===== src/rtl/mul_sched_if.sv =====
`default_nettype none
// ============================================================================
//  Module      : mul_sched_if
//  Description : Bundle of requester handshakes, multiplier-tree operand and
//                product lines and the response port of the shared-multiplier
//                scheduler.
//  Revision    : 1.0 - initial release
// ============================================================================
interface mul_sched_if #(
    parameter int W    = 58,
    parameter int TAGW = 4
);
    // requester 0 (FP multiply path)
    logic            in0_valid;
    logic            in0_ready;
    logic [W-1:0]    in0_a;
    logic [W-1:0]    in0_b;
    logic [TAGW-1:0] in0_tag;
    // requester 1 (divide / Newton iteration path)
    logic            in1_valid;
    logic            in1_ready;
    logic [W-1:0]    in1_a;
    logic [W-1:0]    in1_b;
    logic [TAGW-1:0] in1_tag;
    // external multiplier tree
    logic [W-1:0]    mt_a;
    logic [W-1:0]    mt_b;
    logic [2*W-1:0]  mt_out;
    // response port
    logic            rsp_valid;
    logic            rsp_ready;
    logic            rsp_id;
    logic [TAGW-1:0] rsp_tag;
    logic [2*W-1:0]  rsp_prod;
    logic [1:0]      inflight;

    // scheduler side
    modport slave (
        input  in0_valid, in0_a, in0_b, in0_tag,
        input  in1_valid, in1_a, in1_b, in1_tag,
        input  mt_out, rsp_ready,
        output in0_ready, in1_ready, mt_a, mt_b,
        output rsp_valid, rsp_id, rsp_tag, rsp_prod, inflight
    );

    // requester / consumer / tree side
    modport master (
        output in0_valid, in0_a, in0_b, in0_tag,
        output in1_valid, in1_a, in1_b, in1_tag,
        output mt_out, rsp_ready,
        input  in0_ready, in1_ready, mt_a, mt_b,
        input  rsp_valid, rsp_id, rsp_tag, rsp_prod, inflight
    );
endinterface
`default_nettype wire


===== src/rtl/mul_sched.sv =====
`default_nettype none
// ============================================================================
//  Module      : mul_sched
//  Description : Round-robin scheduler sharing one WxW multiplier tree between
//                two requesters. Two-stage valid/ready pipeline: S1 drives the
//                tree operands, S2 captures the product and drives the
//                response. Full backpressure, one product per cycle.
//  Revision    : 1.0 - initial release
// ============================================================================
module mul_sched #(
    parameter int W    = 58,
    parameter int TAGW = 4
) (
    input  wire logic   clk,
    input  wire logic   reset,
    mul_sched_if.slave  bus
);
    localparam int c_PW = 2 * W;

    // stage 1: operands on the tree inputs
    logic            s1_valid_q, s1_valid_d;
    logic            s1_id_q,    s1_id_d;
    logic [TAGW-1:0] s1_tag_q,   s1_tag_d;
    logic [W-1:0]    mt_a_q,     mt_a_d;
    logic [W-1:0]    mt_b_q,     mt_b_d;
    // stage 2: captured product on the response port
    logic            s2_valid_q, s2_valid_d;
    logic            s2_id_q,    s2_id_d;
    logic [TAGW-1:0] s2_tag_q,   s2_tag_d;
    logic [c_PW-1:0] s2_prod_q,  s2_prod_d;
    // arbitration history and occupancy
    logic            rr_last_q,  rr_last_d;
    logic [1:0]      inflight_q, inflight_d;

    logic w_s2_adv;
    logic w_s1_adv;
    logic w_grant;
    logic w_in0_ready;
    logic w_in1_ready;
    logic w_hs;

    // Pipeline advance and round-robin grant; readies are held low during reset
    always_comb begin
        w_s2_adv = !s2_valid_q || bus.rsp_ready;
        w_s1_adv = !s1_valid_q || w_s2_adv;
        if (bus.in0_valid && bus.in1_valid) begin
            w_grant = !rr_last_q;
        end else if (bus.in1_valid) begin
            w_grant = 1'b1;
        end else begin
            w_grant = 1'b0;
        end
        w_in0_ready = w_s1_adv && !reset && !w_grant;
        w_in1_ready = w_s1_adv && !reset &&  w_grant;
        w_hs        = (bus.in0_valid && w_in0_ready) || (bus.in1_valid && w_in1_ready);
    end

    // Next-state for both stages; S1 operands only change on a new accept so
    // the tree output stays valid while S1 is stalled
    always_comb begin
        s1_valid_d = s1_valid_q;
        s1_id_d    = s1_id_q;
        s1_tag_d   = s1_tag_q;
        mt_a_d     = mt_a_q;
        mt_b_d     = mt_b_q;
        s2_valid_d = s2_valid_q;
        s2_id_d    = s2_id_q;
        s2_tag_d   = s2_tag_q;
        s2_prod_d  = s2_prod_q;
        rr_last_d  = rr_last_q;

        if (w_s2_adv) begin
            s2_valid_d = s1_valid_q;
            if (s1_valid_q) begin
                s2_id_d   = s1_id_q;
                s2_tag_d  = s1_tag_q;
                s2_prod_d = bus.mt_out;
            end
        end

        if (w_s1_adv) begin
            s1_valid_d = w_hs;
            if (w_hs) begin
                s1_id_d   = w_grant;
                s1_tag_d  = w_grant ? bus.in1_tag : bus.in0_tag;
                mt_a_d    = w_grant ? bus.in1_a   : bus.in0_a;
                mt_b_d    = w_grant ? bus.in1_b   : bus.in0_b;
                rr_last_d = w_grant;
            end
        end

        inflight_d = {1'b0, s1_valid_d} + {1'b0, s2_valid_d};
    end

    // State registers; asynchronous reset discards all in-flight work
    always_ff @(posedge clk or posedge reset) begin
        if (reset) begin
            s1_valid_q <= 1'b0;
            s1_id_q    <= 1'b0;
            s1_tag_q   <= '0;
            mt_a_q     <= '0;
            mt_b_q     <= '0;
            s2_valid_q <= 1'b0;
            s2_id_q    <= 1'b0;
            s2_tag_q   <= '0;
            s2_prod_q  <= '0;
            rr_last_q  <= 1'b1;   // port 0 wins the first tie
            inflight_q <= 2'd0;
        end else begin
            s1_valid_q <= s1_valid_d;
            s1_id_q    <= s1_id_d;
            s1_tag_q   <= s1_tag_d;
            mt_a_q     <= mt_a_d;
            mt_b_q     <= mt_b_d;
            s2_valid_q <= s2_valid_d;
            s2_id_q    <= s2_id_d;
            s2_tag_q   <= s2_tag_d;
            s2_prod_q  <= s2_prod_d;
            rr_last_q  <= rr_last_d;
            inflight_q <= inflight_d;
        end
    end

    assign bus.in0_ready = w_in0_ready;
    assign bus.in1_ready = w_in1_ready;
    assign bus.mt_a      = mt_a_q;
    assign bus.mt_b      = mt_b_q;
    assign bus.rsp_valid = s2_valid_q;
    assign bus.rsp_id    = s2_id_q;
    assign bus.rsp_tag   = s2_tag_q;
    assign bus.rsp_prod  = s2_prod_q;
    assign bus.inflight  = inflight_q;

endmodule
`default_nettype wire


===== src/flat_wrapper.sv =====
// flat-port wrapper written by rule: the top's interface ports become plain ports
module mul_sched_flat 
#(
    parameter int W    = 58,
    parameter int TAGW = 4
)
  (clk, reset, bus_in0_valid, bus_in0_a, bus_in0_b, bus_in0_tag, bus_in1_valid, bus_in1_a, bus_in1_b, bus_in1_tag, bus_mt_out, bus_rsp_ready, bus_in0_ready, bus_in1_ready, bus_mt_a, bus_mt_b, bus_rsp_valid, bus_rsp_id, bus_rsp_tag, bus_rsp_prod, bus_inflight);
  mul_sched_if #(.W(W), .TAGW(TAGW)) bus_i ();
  input  wire logic clk;
  input  wire logic reset;
  input wire logic [$bits(bus_i.in0_valid)-1:0] bus_in0_valid;
  input wire logic [$bits(bus_i.in0_a)-1:0] bus_in0_a;
  input wire logic [$bits(bus_i.in0_b)-1:0] bus_in0_b;
  input wire logic [$bits(bus_i.in0_tag)-1:0] bus_in0_tag;
  input wire logic [$bits(bus_i.in1_valid)-1:0] bus_in1_valid;
  input wire logic [$bits(bus_i.in1_a)-1:0] bus_in1_a;
  input wire logic [$bits(bus_i.in1_b)-1:0] bus_in1_b;
  input wire logic [$bits(bus_i.in1_tag)-1:0] bus_in1_tag;
  input wire logic [$bits(bus_i.mt_out)-1:0] bus_mt_out;
  input wire logic [$bits(bus_i.rsp_ready)-1:0] bus_rsp_ready;
  output wire logic [$bits(bus_i.in0_ready)-1:0] bus_in0_ready;
  output wire logic [$bits(bus_i.in1_ready)-1:0] bus_in1_ready;
  output wire logic [$bits(bus_i.mt_a)-1:0] bus_mt_a;
  output wire logic [$bits(bus_i.mt_b)-1:0] bus_mt_b;
  output wire logic [$bits(bus_i.rsp_valid)-1:0] bus_rsp_valid;
  output wire logic [$bits(bus_i.rsp_id)-1:0] bus_rsp_id;
  output wire logic [$bits(bus_i.rsp_tag)-1:0] bus_rsp_tag;
  output wire logic [$bits(bus_i.rsp_prod)-1:0] bus_rsp_prod;
  output wire logic [$bits(bus_i.inflight)-1:0] bus_inflight;
  assign bus_i.in0_valid = bus_in0_valid;
  assign bus_i.in0_a = bus_in0_a;
  assign bus_i.in0_b = bus_in0_b;
  assign bus_i.in0_tag = bus_in0_tag;
  assign bus_i.in1_valid = bus_in1_valid;
  assign bus_i.in1_a = bus_in1_a;
  assign bus_i.in1_b = bus_in1_b;
  assign bus_i.in1_tag = bus_in1_tag;
  assign bus_i.mt_out = bus_mt_out;
  assign bus_i.rsp_ready = bus_rsp_ready;
  assign bus_in0_ready = bus_i.in0_ready;
  assign bus_in1_ready = bus_i.in1_ready;
  assign bus_mt_a = bus_i.mt_a;
  assign bus_mt_b = bus_i.mt_b;
  assign bus_rsp_valid = bus_i.rsp_valid;
  assign bus_rsp_id = bus_i.rsp_id;
  assign bus_rsp_tag = bus_i.rsp_tag;
  assign bus_rsp_prod = bus_i.rsp_prod;
  assign bus_inflight = bus_i.inflight;
  mul_sched #(.W(W), .TAGW(TAGW)) u_core (.clk(clk), .reset(reset), .bus(bus_i));
endmodule

===== config.mk =====
export PLATFORM = sky130hd
export DESIGN_NAME = mul_sched_flat
export DESIGN_NICKNAME = d
export VERILOG_FILES = /design/src/rtl/mul_sched_if.sv /design/src/rtl/mul_sched.sv /design/src/flat_wrapper.sv
export SDC_FILE = /design/constraint.sdc
export NUM_CORES = 1
export LEC_CHECK = 0
export CAP_MARGIN = 15
export CORE_AREA = 4 4 231 233
export DETAILED_ROUTE_END_ITERATION = 16
export DIE_AREA = 0 0 235 237
export PLACE_DENSITY = 0.59
export SLEW_MARGIN = 0
export SYNTH_ARGS = -nofsm -noshare
export SYNTH_HDL_FRONTEND = slang
export SYNTH_SLANG_ARGS = --single-unit

===== constraint.sdc =====
create_clock -name clk -period 11.5 [get_ports clk]
set_input_delay 1.725 -clock clk [delete_from_list [all_inputs] [get_ports clk]]
set_output_delay 1.725 -clock clk [all_outputs]
set_load 0.02 [all_outputs]

Yosys cells after proc, flatten, opt, wreduce, memory -nomap -nowiden
Cells that the tools add are included.
{"block": "op_classes", "n_addsub": 1, "mux": 7, "reduce_logical": 16}
{"cell": "two-way mux 58 bit", "n": 2}
{"cell": "logical AND 1 bit", "n": 6}
{"cell": "logical NOT 1 bit", "n": 5}
{"cell": "two-way mux 1 bit", "n": 4}
{"cell": "two-way mux 4 bit", "n": 1}
{"cell": "AND reduction 2 bit", "n": 2}
{"cell": "logical OR 1 bit", "n": 3}
{"cell": "adder 1 x 1 -> 2 bit", "n": 1}
{"block": "totals", "output_inout_bits": 242, "input_bits": 361, "regBits": 247, "word_cells": 35}

Logic depth before layout (Yosys ltp)
Gate-level depths: netlist of run 1.
{"block": "logic_depth", "word_depth": 9, "ltp_mapped": 5, "mapped_depth_nobuf": 4}

Worst setup path before layout of run 1
OpenSTA, ideal clock, no wires.
{"block": "synth_path", "path_type": "input to output", "from": "input reset", "to": "output bus_in1_ready", "setup_slack_ns": 2.083, "stages": 2, "n_path_buf": 0, "t_required_ns": 9.775, "arrival_ns": 7.692, "cell_sequence": "inv_1 and3_1"}
{"block": "synth_via", "elab_chain_cells": 3}
{"element": "start, declared", "line_no": "flat_wrapper.sv:10", "source": "input wire logic reset;"}
{"element": "logical NOT 1 bit", "line_no": "mul_sched.sv:54", "source": "w_in1_ready = w_s1_adv && !reset && w_grant;"}
{"element": "logical AND 1 bit (2 in a row)", "line_no": "mul_sched.sv:54"}
{"element": "end, declared", "line_no": "flat_wrapper.sv:22", "source": "output wire logic [$bits(bus_i.in1_ready)-1:0] bus_in1_ready;"}
No other way between the ends.

Worst setup path after layout of run 1
{"block": "layout_path", "from": "input bus_in1_valid", "to": "output bus_in1_ready"}
{"block": "layout_via", "elab_chain_cells": 3, "word_cells_on_any_way": 4}
{"element": "start, declared", "line_no": "flat_wrapper.sv:15", "source": "input wire logic [$bits(bus_i.in1_valid)-1:0] bus_in1_valid;"}
{"element": "two-way mux 1 bit / logical AND 1 bit (equally long branches)", "line_no": "mul_sched.sv:48, mul_sched.sv:46"}
{"element": "two-way mux 1 bit *", "line_no": "mul_sched.sv:46", "source": "if (bus.in0_valid && bus.in1_valid) begin"}
{"element": "logical AND 1 bit *", "line_no": "mul_sched.sv:54"}
Every way passes the cells marked *; elsewhere a longest branch is shown, timed or not.

==> results of run 1 <==
[worst register-to-register path, stage by stage (launching register included)]
cell	delay, ns
dfrtp_1	0.49
and3b_2	0.31
nor3_4	0.17
buf_4	0.53
buf_4	0.74
mux2_4	0.39
[power groups by stage]
stage	registers [mW]	logic (mW)	clock network [mW]
floorplan	1.48	0.400	0
global placement	1.21	1.34	0
detailed placement	1.22	1.34	0
CTS	1.21	1.34	0.927
global route	1.23	1.39	0.966
finish	1.21	1.32	0.889
[layer usage]
| layer | up-vias | track usage | part of all wire |
|---|---|---|---|
| li1 | 3588 | - | - |
| met1 | 3775 | 0.146 | 0.40 |
| met2 | 361 | 0.212 | 0.50 |
| met3 | 48 | 0.0391 | 0.081 |
| met4 | 0 | 0.0320 | 0.023 |
| met5 | - | 0 | 0 |
[cells by family (layout without fill, tap and decap cells)]
logic type | count (synthesis) | after routing | synth area share
compound gates | 4 | 4 | 0.00279
fa+ha+maj | 1 | 1 | 0.00111
buf+inv | 40 | 661 | 0.0289
flops | 247 | 247 | 0.551
mux | 361 | 361 | 0.409
other cells | 0 | 4 | 0
simple gates | 13 | 13 | 0.00736
[cell type report]
| cell class | count | share of cell area |
|---|---|---|
| Sequential cell | 247 | 0.329 |
| Timing Repair Buffer | 610 | 0.324 |
| Multi-Input combinational cell | 379 | 0.252 |
| Tap cell | 680 | 0.0453 |
| Clock buffer | 44 | 0.0443 |
| Clock inverter | 6 | 0.00426 |
| Inverter | 1 | 0.000599 |
| Antenna cell | 4 | 0.000533 |
[sequential cells by signal, indices dropped and copies added, names as in the netlist, 2 cells and up, named ones only]
| name | flops |
|---|---|
| u_core.bus.inflight | 2 |
| u_core.s1_tag_q | 4 |
| u_core.bus.mt_a | 58 |
| u_core.bus.mt_b | 58 |
| u_core.bus.rsp_prod | 116 |
| u_core.bus.rsp_tag | 4 |
[synth_stat cells (all sizes together)]
cell type	instances	share of area
mux2	361	0.41
dfrtp	246	0.55
buf	39	0.029
nand2	3	0.0010
a31oi	2	0.0011
nand2b	2	0.0011
nor2	2	0.00067
nor3	2	0.0019
a21boi	1	0.0010
a21o	1	0.00067
and3	1	0.00056
and3b	1	0.00089
dfstp	1	0.0023
ha	1	0.0011
inv	1	0.00033
nand3b	1	0.00067
or3	1	0.00056
[path summary, 6_finish.rpt]
path | cells after the start | slack (ns) | to | from
max | 5 | 5.40 | bus_in1_ready | bus_in1_valid
min | 1 | 0.49 | u_core.bus.mt_a[46] | u_core.bus.mt_a[46]
max reg2reg | 5 | 8.76 | u_core.bus.mt_a[6] | u_core.bus.rsp_valid
min reg2reg | 1 | 0.49 | u_core.bus.mt_a[46] | u_core.bus.mt_a[46]
max in group asynchronous | 4 | 7.49 | u_core.bus.rsp_prod[32] | reset
min in group asynchronous | 2 | 1.83 | u_core.bus.mt_b[26] | reset
==> impl_metrics.toml, run 1 <==
[drt]
via_per_inst = 3.94
dr.first_iter.drc_count = 159
vias = 7772
drtAntennaViolNets = 0
drc = 0
routed_wl_um = 35900
wire_per_inst_um = 18.2
drtPass1Iterations = 4

[setup_path]
crit_fanout = 50
start_kind = "input pin"
critPathTopFamily = "buffers and inverters"
critPathBufInv = 3
critPathArrivalTime_ns = 4.37
cpMaxStageDelayCell = "buf_4"
path_class = "in2out"
cp_slowest_stage_delay_ns = 0.65
path_common_cell = "clkdlybuf4s50_1"
path_cells = "clkdlybuf4s50_1 -> a21boi_4 -> buf_4 -> and3_1 -> clkdlybuf4s50_1"
worstPathRequired_ns = 9.78
end_kind = "output pin"

[power_and_ir_drop]
swShare = 0.306
powerDensity_mw_per_mm2 = 182
p_total_mw = 3.42
clockPowerShare = 0.260
ir_drop_v = 0.0000927
switching_power_mw = 1.04
leakage_nw = 7.77
p_int_mw = 2.37
p_comb_frac = 0.387
sequentialPowerShare = 0.353

[sta]
setup_viol = 0
fmax_ghz = 0.164
final_hold_viol_count = 0
maxSlewViolCount = 0
rsz0062_at_grt = "no"
min_period_ns = 6.10
hold_ws_ns = 0.485
slew_headroom = 0.285
skew_ns = 0.0103
fin_ws_ns = 5.40
fin_setup_tns_ns = 0
worst_pin_slew_ns = 1.07
period_share = 0.530

[finish]
stdcell_count = 1971
final_util = 0.367
layout_commonest_cell = "clkdlybuf4s50_1"
finalInstanceArea_mm2 = 0.0188
fill_cells = 4912
area_growth_pct = 67.4
register_area_mm2 = 0.00618
nNetsFinal = 1629
multiInputGateArea_mm2 = 0.00473
drive_gt1_frac = 0.299
final_cell_mix = "clkdlybuf4s50_1, dfrtp_1, mux2_2"

[grt]
grt_max_degree = 122
grt_pass1_vias = 8561
antenna_found_initial = 0
grt_pass1_wl_um = 53700
grt.overflow.total = 0
track_usage = 0.122

[die]
num_rows = 83
die_w_um = 235
die_area_mm2 = 0.0557
pin_count = 603
core_area_mm2 = 0.0512
fp.dieH_um = 237
start_util = 0.219

[logic_synthesis]
synth_warnings = 0
syn_nets = 1028
postSynthCellCount = 666
ys_seq_area_frac = 0.551
synth_area_mm2 = 0.0112
syn-mean-instance-area_um2 = 16.9
ys_ff_latch = 247
synth_cell_type_count = 21

[place]
dpl_worst_slack_ns = 5.34
dpl.hpwl_um = 27700
post_dp_cell_area_mm2 = 0.0179
gp_congestion = 0.808
place_inst = 1917
io_buffers = 602

[clock_tree]
clock_sinks = 247
cts_buffers = 28
cts_hold_buf = 0
tritoncts = "yes"
clock_path_buffers = 3
insertion_delay_ns = 0.54
path_clk_slew_ns = 0.06
ctsResizeCount = 0
cts_setup_buffers = 0
cts-root-buf = "clkbuf_16"
cts_max_level = 1

[hold_path]
hp-class = "reg2reg"

[run_status]
status = "complete, no violations"

[flow_run]
cap_violations = 0
Power figures use the tool's default switching activity.
==> inputs of run 2 (changes only) <==
- clock period: 11.5 -> 5.7 ns (I/O delays scaled with it)
==> run 2 against run 1 <==
Via count increased by 0.90%. Clock skew increased by 0.0028 ns. Routed wire length increased by 0.30%. Critical endpoint is now bus_in0_ready. Clock power increased by 120%. Count of clock-buffer cells in the layout decreased by 5. Final cell count increased by 0.10%.
==> impl_metrics.toml, run 2 (synthesis gave the netlist of run 1 again) <==
[sta]
hold_ws_ns = 0.478
fmax_ghz = 0.287
rsz0062_at_grt = "no"
fin_ws_ns = 2.21
worst_pin_slew_ns = 0.946
period_share = 0.612
slew_headroom = 0.370
skew_ns = 0.0131
setup_viol = 0
maxSlewViolCount = 0
fin_setup_tns_ns = 0
final_hold_viol_count = 0
min_period_ns = 3.49

[die]
die_w_um = 235
die_area_mm2 = 0.0557
fp.dieH_um = 237
num_rows = 83
pin_count = 603
core_area_mm2 = 0.0512
start_util = 0.219

[power_and_ir_drop]
powerDensity_mw_per_mm2 = 373
ir_drop_v = 0.000215
switching_power_mw = 2.15
clockPowerShare = 0.277
p_int_mw = 4.91
p_total_mw = 7.06
p_comb_frac = 0.378
leakage_nw = 7.84
sequentialPowerShare = 0.346
swShare = 0.305

[setup_path]
critPathTopFamily = "buffers and inverters"
start_kind = "input pin"
critPathArrivalTime_ns = 2.64
path_common_cell = "clkdlybuf4s50_1"
cp_slowest_stage_delay_ns = 0.56
path_class = "in2out"
path_cells = "clkdlybuf4s50_1 -> a21boi_4 -> buf_4 -> nor3_1 -> clkdlybuf4s50_1"
crit_fanout = 33
end_kind = "output pin"
critPathBufInv = 3
crit_start = "bus_in1_valid"
cpMaxStageDelayCell = "clkdlybuf4s50_1"
rr_startpoint = "u_core.rr_last_q"
worstPathRequired_ns = 4.85

[grt]
grt_pass1_vias = 8692
grt.overflow.total = 0
antenna_found_initial = 1
track_usage = 0.123
grt_max_degree = 137
grt_pass1_wl_um = 54200

[finish]
area_growth_pct = 68.6
drive_gt1_frac = 0.307
nNetsFinal = 1631
finalInstanceArea_mm2 = 0.0189
final_cell_mix = "clkdlybuf4s50_1, dfrtp_1, mux2_2"
final_util = 0.370
fill_cells = 4920
layout_commonest_cell = "clkdlybuf4s50_1"
stdcell_count = 1973
largest_reg_flops = 116

[hold_path]
min_from = "u_core.s1_id_q"
hp-class = "reg2reg"

[clock_tree]
cts-root-buf = "clkbuf_16"
clock_path_buffers = 3
path_clk_slew_ns = 0.06
ctsResizeCount = 0
clock_sinks = 247
cts_buffers = 29
tritoncts = "yes"
insertion_delay_ns = 0.55
cts_hold_buf = 0
cts_max_level = 1
cts_setup_buffers = 0

[drt]
dr.first_iter.drc_count = 250
routed_wl_um = 36000
drtPass1Iterations = 4
drtAntennaViolNets = 0
drc = 0
via_per_inst = 3.97
vias = 7842
wire_per_inst_um = 18.2

[place]
gp_congestion = 0.778
dpl.hpwl_um = 27700
dpl_worst_slack_ns = 2.12
post_dp_cell_area_mm2 = 0.0179
place_inst = 1918
io_buffers = 602

[run_status]
status = "complete, no violations"

[flow_run]
cap_violations = 0
## run 2: cell count changes in the layout (fill, tap and decap cells not counted), sizes merged
cell / delta
clkinvlp: +2
clkinv: +5
bufinv: +2
diode: -3
buf: +1
clkbuf: -5
## run 2: final cells by class
type                       count  area (µm²)  share of cell area
clock inverter                15         181             0.00959
sequential                   247        6180               0.327
tap                          680         851              0.0450
multi-input combinational    379        4730               0.250
timing repair buffer         611        6130               0.324
antenna                        1        2.50            0.000132
clock buffer                  39         833              0.0440
inverter                       1        7.51            0.000397
## run 2: routing by layer
| layer | vias up | share of wire | global-route usage |
|---|---|---|---|
| met5 | - | 0 | 0 |
| met4 | 0 | 0.027 | 0.0383 |
| met3 | 56 | 0.082 | 0.0411 |
| met2 | 360 | 0.51 | 0.220 |
| met1 | 3826 | 0.38 | 0.139 |
| li1 | 3600 | - | - |
## run 2: path summary, 6_finish.rpt
path                                          end  slack, ns  cells past startpoint
max in group asynchronous  u_core.bus.rsp_prod[0]       3.35                      4
min in group asynchronous     u_core.bus.mt_b[16]       1.01                      3
min                                u_core.s1_id_q       0.48                      1
max                                 bus_in0_ready       2.21                      5
max reg2reg                    u_core.bus.mt_a[3]       3.15                      5
min reg2reg                        u_core.s1_id_q       0.48                      1
## run 2: worst register-to-register path, stage by stage (launching register included)
cell	delay, ns
dfstp_2	0.39
a21boi_4	0.16
buf_4	0.43
buf_4	0.77
mux2_4	0.42
mux2_4	0.25
## run 2: power groups by stage
stage | clock network [mW] | logic, mW | registers (mW)
3_5_place_dp | 0 | 2.71 | 2.47
2_1_floorplan | 0 | 0.807 | 2.98
3_3_place_gp | 0 | 2.71 | 2.46
5_1_grt | 2.10 | 2.81 | 2.50
4_1_cts | 2.03 | 2.72 | 2.45
6_report | 1.95 | 2.67 | 2.44
==> inputs of run 3 (changes only) <==
- clock period: 5.7 -> 3.4 ns (I/O delays scaled with it)
==> run 3 against run 2 <==
Final cell count grew 0.20%. Worst hold slack gained 0.0064 ns. Count of clock-buffer cells in the layout grew 5. Sequential power grew 68%. Critical path type unchanged. Register-to-register slack lost 1.9 ns. Largest power group unchanged. Total power grew 67%. Via count is essentially flat. Sequential share of layout area shrank 0.12 points. Non-clock buffer count grew 5.
==> impl_metrics.toml, run 3 (synthesis gave the netlist of run 1 again) <==
[run_status]
status = "complete, no violations"

[setup_path]
path_class = "in2out"
timing.rr.end = "u_core.bus.mt_a[41]"
start_kind = "input pin"
crit_fanout = 7
critPathArrivalTime_ns = 2.20
end_kind = "output pin"
ff2ff_path_depth = 4
rrSetupSlack_ns = 1.23
rr_startpoint = "u_core.rr_last_q"
worstPathRequired_ns = 2.89

[sta]
worst_pin_slew_ns = 0.833
slew_headroom = 0.445
fmax_ghz = 0.369
skew_ns = 0.0152
rsz0062_at_grt = "no"
hold_ws_ns = 0.484
final_hold_viol_count = 0
min_period_ns = 2.71
maxSlewViolCount = 0
setup_viol = 0
period_share = 0.797

[die]
fp.dieH_um = 237
core_area_mm2 = 0.0512
die_w_um = 235
die_area_mm2 = 0.0557
start_util = 0.219
num_rows = 83
pin_count = 603

[clock_tree]
cts_max_level = 1
cts-root-buf = "clkbuf_16"
cts_buffers = 30
cts_hold_buf = 0
cts_setup_buffers = 0
tritoncts = "yes"
path_clk_slew_ns = 0.06
ctsResizeCount = 0
clock_path_buffers = 3
insertion_delay_ns = 0.56
clock_sinks = 247

[grt]
grt_max_degree = 132
track_usage = 0.123
grt_pass1_vias = 8697
met1_usage = 0.137
grtUsageMet2 = 0.219
grt_pass1_wl_um = 54500
grt.overflow.total = 0
grt_busiest_layer = "met2"
antenna_found_initial = 2
grtUsageMet3 = 0.0496

[place]
io_buffers = 602
gp_congestion = 0.783
dpl.hpwl_um = 28000
post_dp_cell_area_mm2 = 0.0180

[power_and_ir_drop]
leakage_nw = 7.87
powerDensity_mw_per_mm2 = 621
ir_drop_v = 0.000340

[flow_run]
cap_violations = 0

[drt]
wire_per_inst_um = 18.3
drc = 0
drtPass1Iterations = 4
drtAntennaViolNets = 0
dr.first_iter.drc_count = 202
via_per_inst = 3.97
routed_wl_um = 36100
vias = 7840

[finish]
drive_gt1_frac = 0.308
area_growth_pct = 69.2
largest_reg_flops = 116
final_cell_mix = "clkdlybuf4s50_1, dfrtp_1, mux2_2"
nNetsFinal = 1637
antennaDiodeCount = 0
register_area_mm2 = 0.00618
fill_cells = 4931
layout_commonest_cell = "clkdlybuf4s50_1"
multiInputGateArea_mm2 = 0.00473
finalInstanceArea_mm2 = 0.0190

[hold_path]
min_path_cells = 1
hp-class = "reg2reg"
min_from = "u_core.bus.mt_a[45]"
min_to = "u_core.bus.mt_a[45]"
run 3: cell types whose count changed in the layout (fill, tap and decap cells not counted), sizes merged:
cell    before  now
clkbuf      39   44
buf          9   14
diode        1    0
bufinv       4    2
clkinv       9    7
inv          1    0
run 3: critical path: stages:
cell and delay, ns:
clkdlybuf4s50_1 0.51, a21boi_4 0.33, and3_1 0.22, clkdlybuf4s50_1 0.63
run 3: area by class of cell:
cell class              count  share of cell area
clock inverters            10             0.00600
repair buffers            616               0.327
well taps                 680              0.0448
inverters                   1            0.000395
multi-input cells         379               0.249
clock buffers              44              0.0465
flip-flops and latches    247               0.326
run 3: through the flow:
| step | total power, mW | setup TNS (ns) | worst slack [ns] | util | std cells |
|---|---|---|---|---|---|
| 5_1_grt | 12.4 | 0 | 0.624 | 0.371 | 1977 |
| 3_3_place_gp | 8.65 | 0 | 0.591 | 0.351 | 1923 |
| 4_1_cts | 12.0 | 0 | 0.676 | 0.371 | 1977 |
| 6_report | 11.8 | 0 | 0.689 | 0.371 | 1977 |
| 3_5_place_dp | 8.70 | 0 | 0.534 | 0.351 | 1923 |
| 2_1_floorplan | 6.35 | -95.80 | -1.90 | - | 666 |
run 3: worst max path at each step:
stage                       start                  end  slack (ns)  cells after the start
finish              bus_in1_valid        bus_in1_ready        0.69                      4
global route        bus_in1_valid        bus_in1_ready        0.62                      4
CTS                 bus_in1_valid        bus_in1_ready        0.68                      4
detailed placement  bus_in1_valid  u_core.bus.mt_a[41]        0.53                      5
global placement    bus_in1_valid  u_core.bus.mt_a[47]        0.59                      5
floorplan                   reset        bus_in1_ready       -1.90                      2
run 3: routing by layer:
metal | part of all wire | routed length [µm] | vias to the layer above
li1 | - | - | 3597
met1 | 0.38 | 13700 | 3797
met2 | 0.50 | 18100 | 378
met3 | 0.088 | 3190 | 64
met4 | 0.031 | 1120 | 4
met5 | 0.00075 | 27 | -
run 3: report_power, final:
part | total, mW | switching (mW) | internal, mW | leakage [nW]
Clock | 3.20 | 1.26 | 1.94 | 0.493
Sequential | 4.09 | 0.403 | 3.69 | 2.89
Combinational | 4.49 | 1.95 | 2.54 | 4.49
Total | 11.8 | 3.62 | 8.17 | 7.87
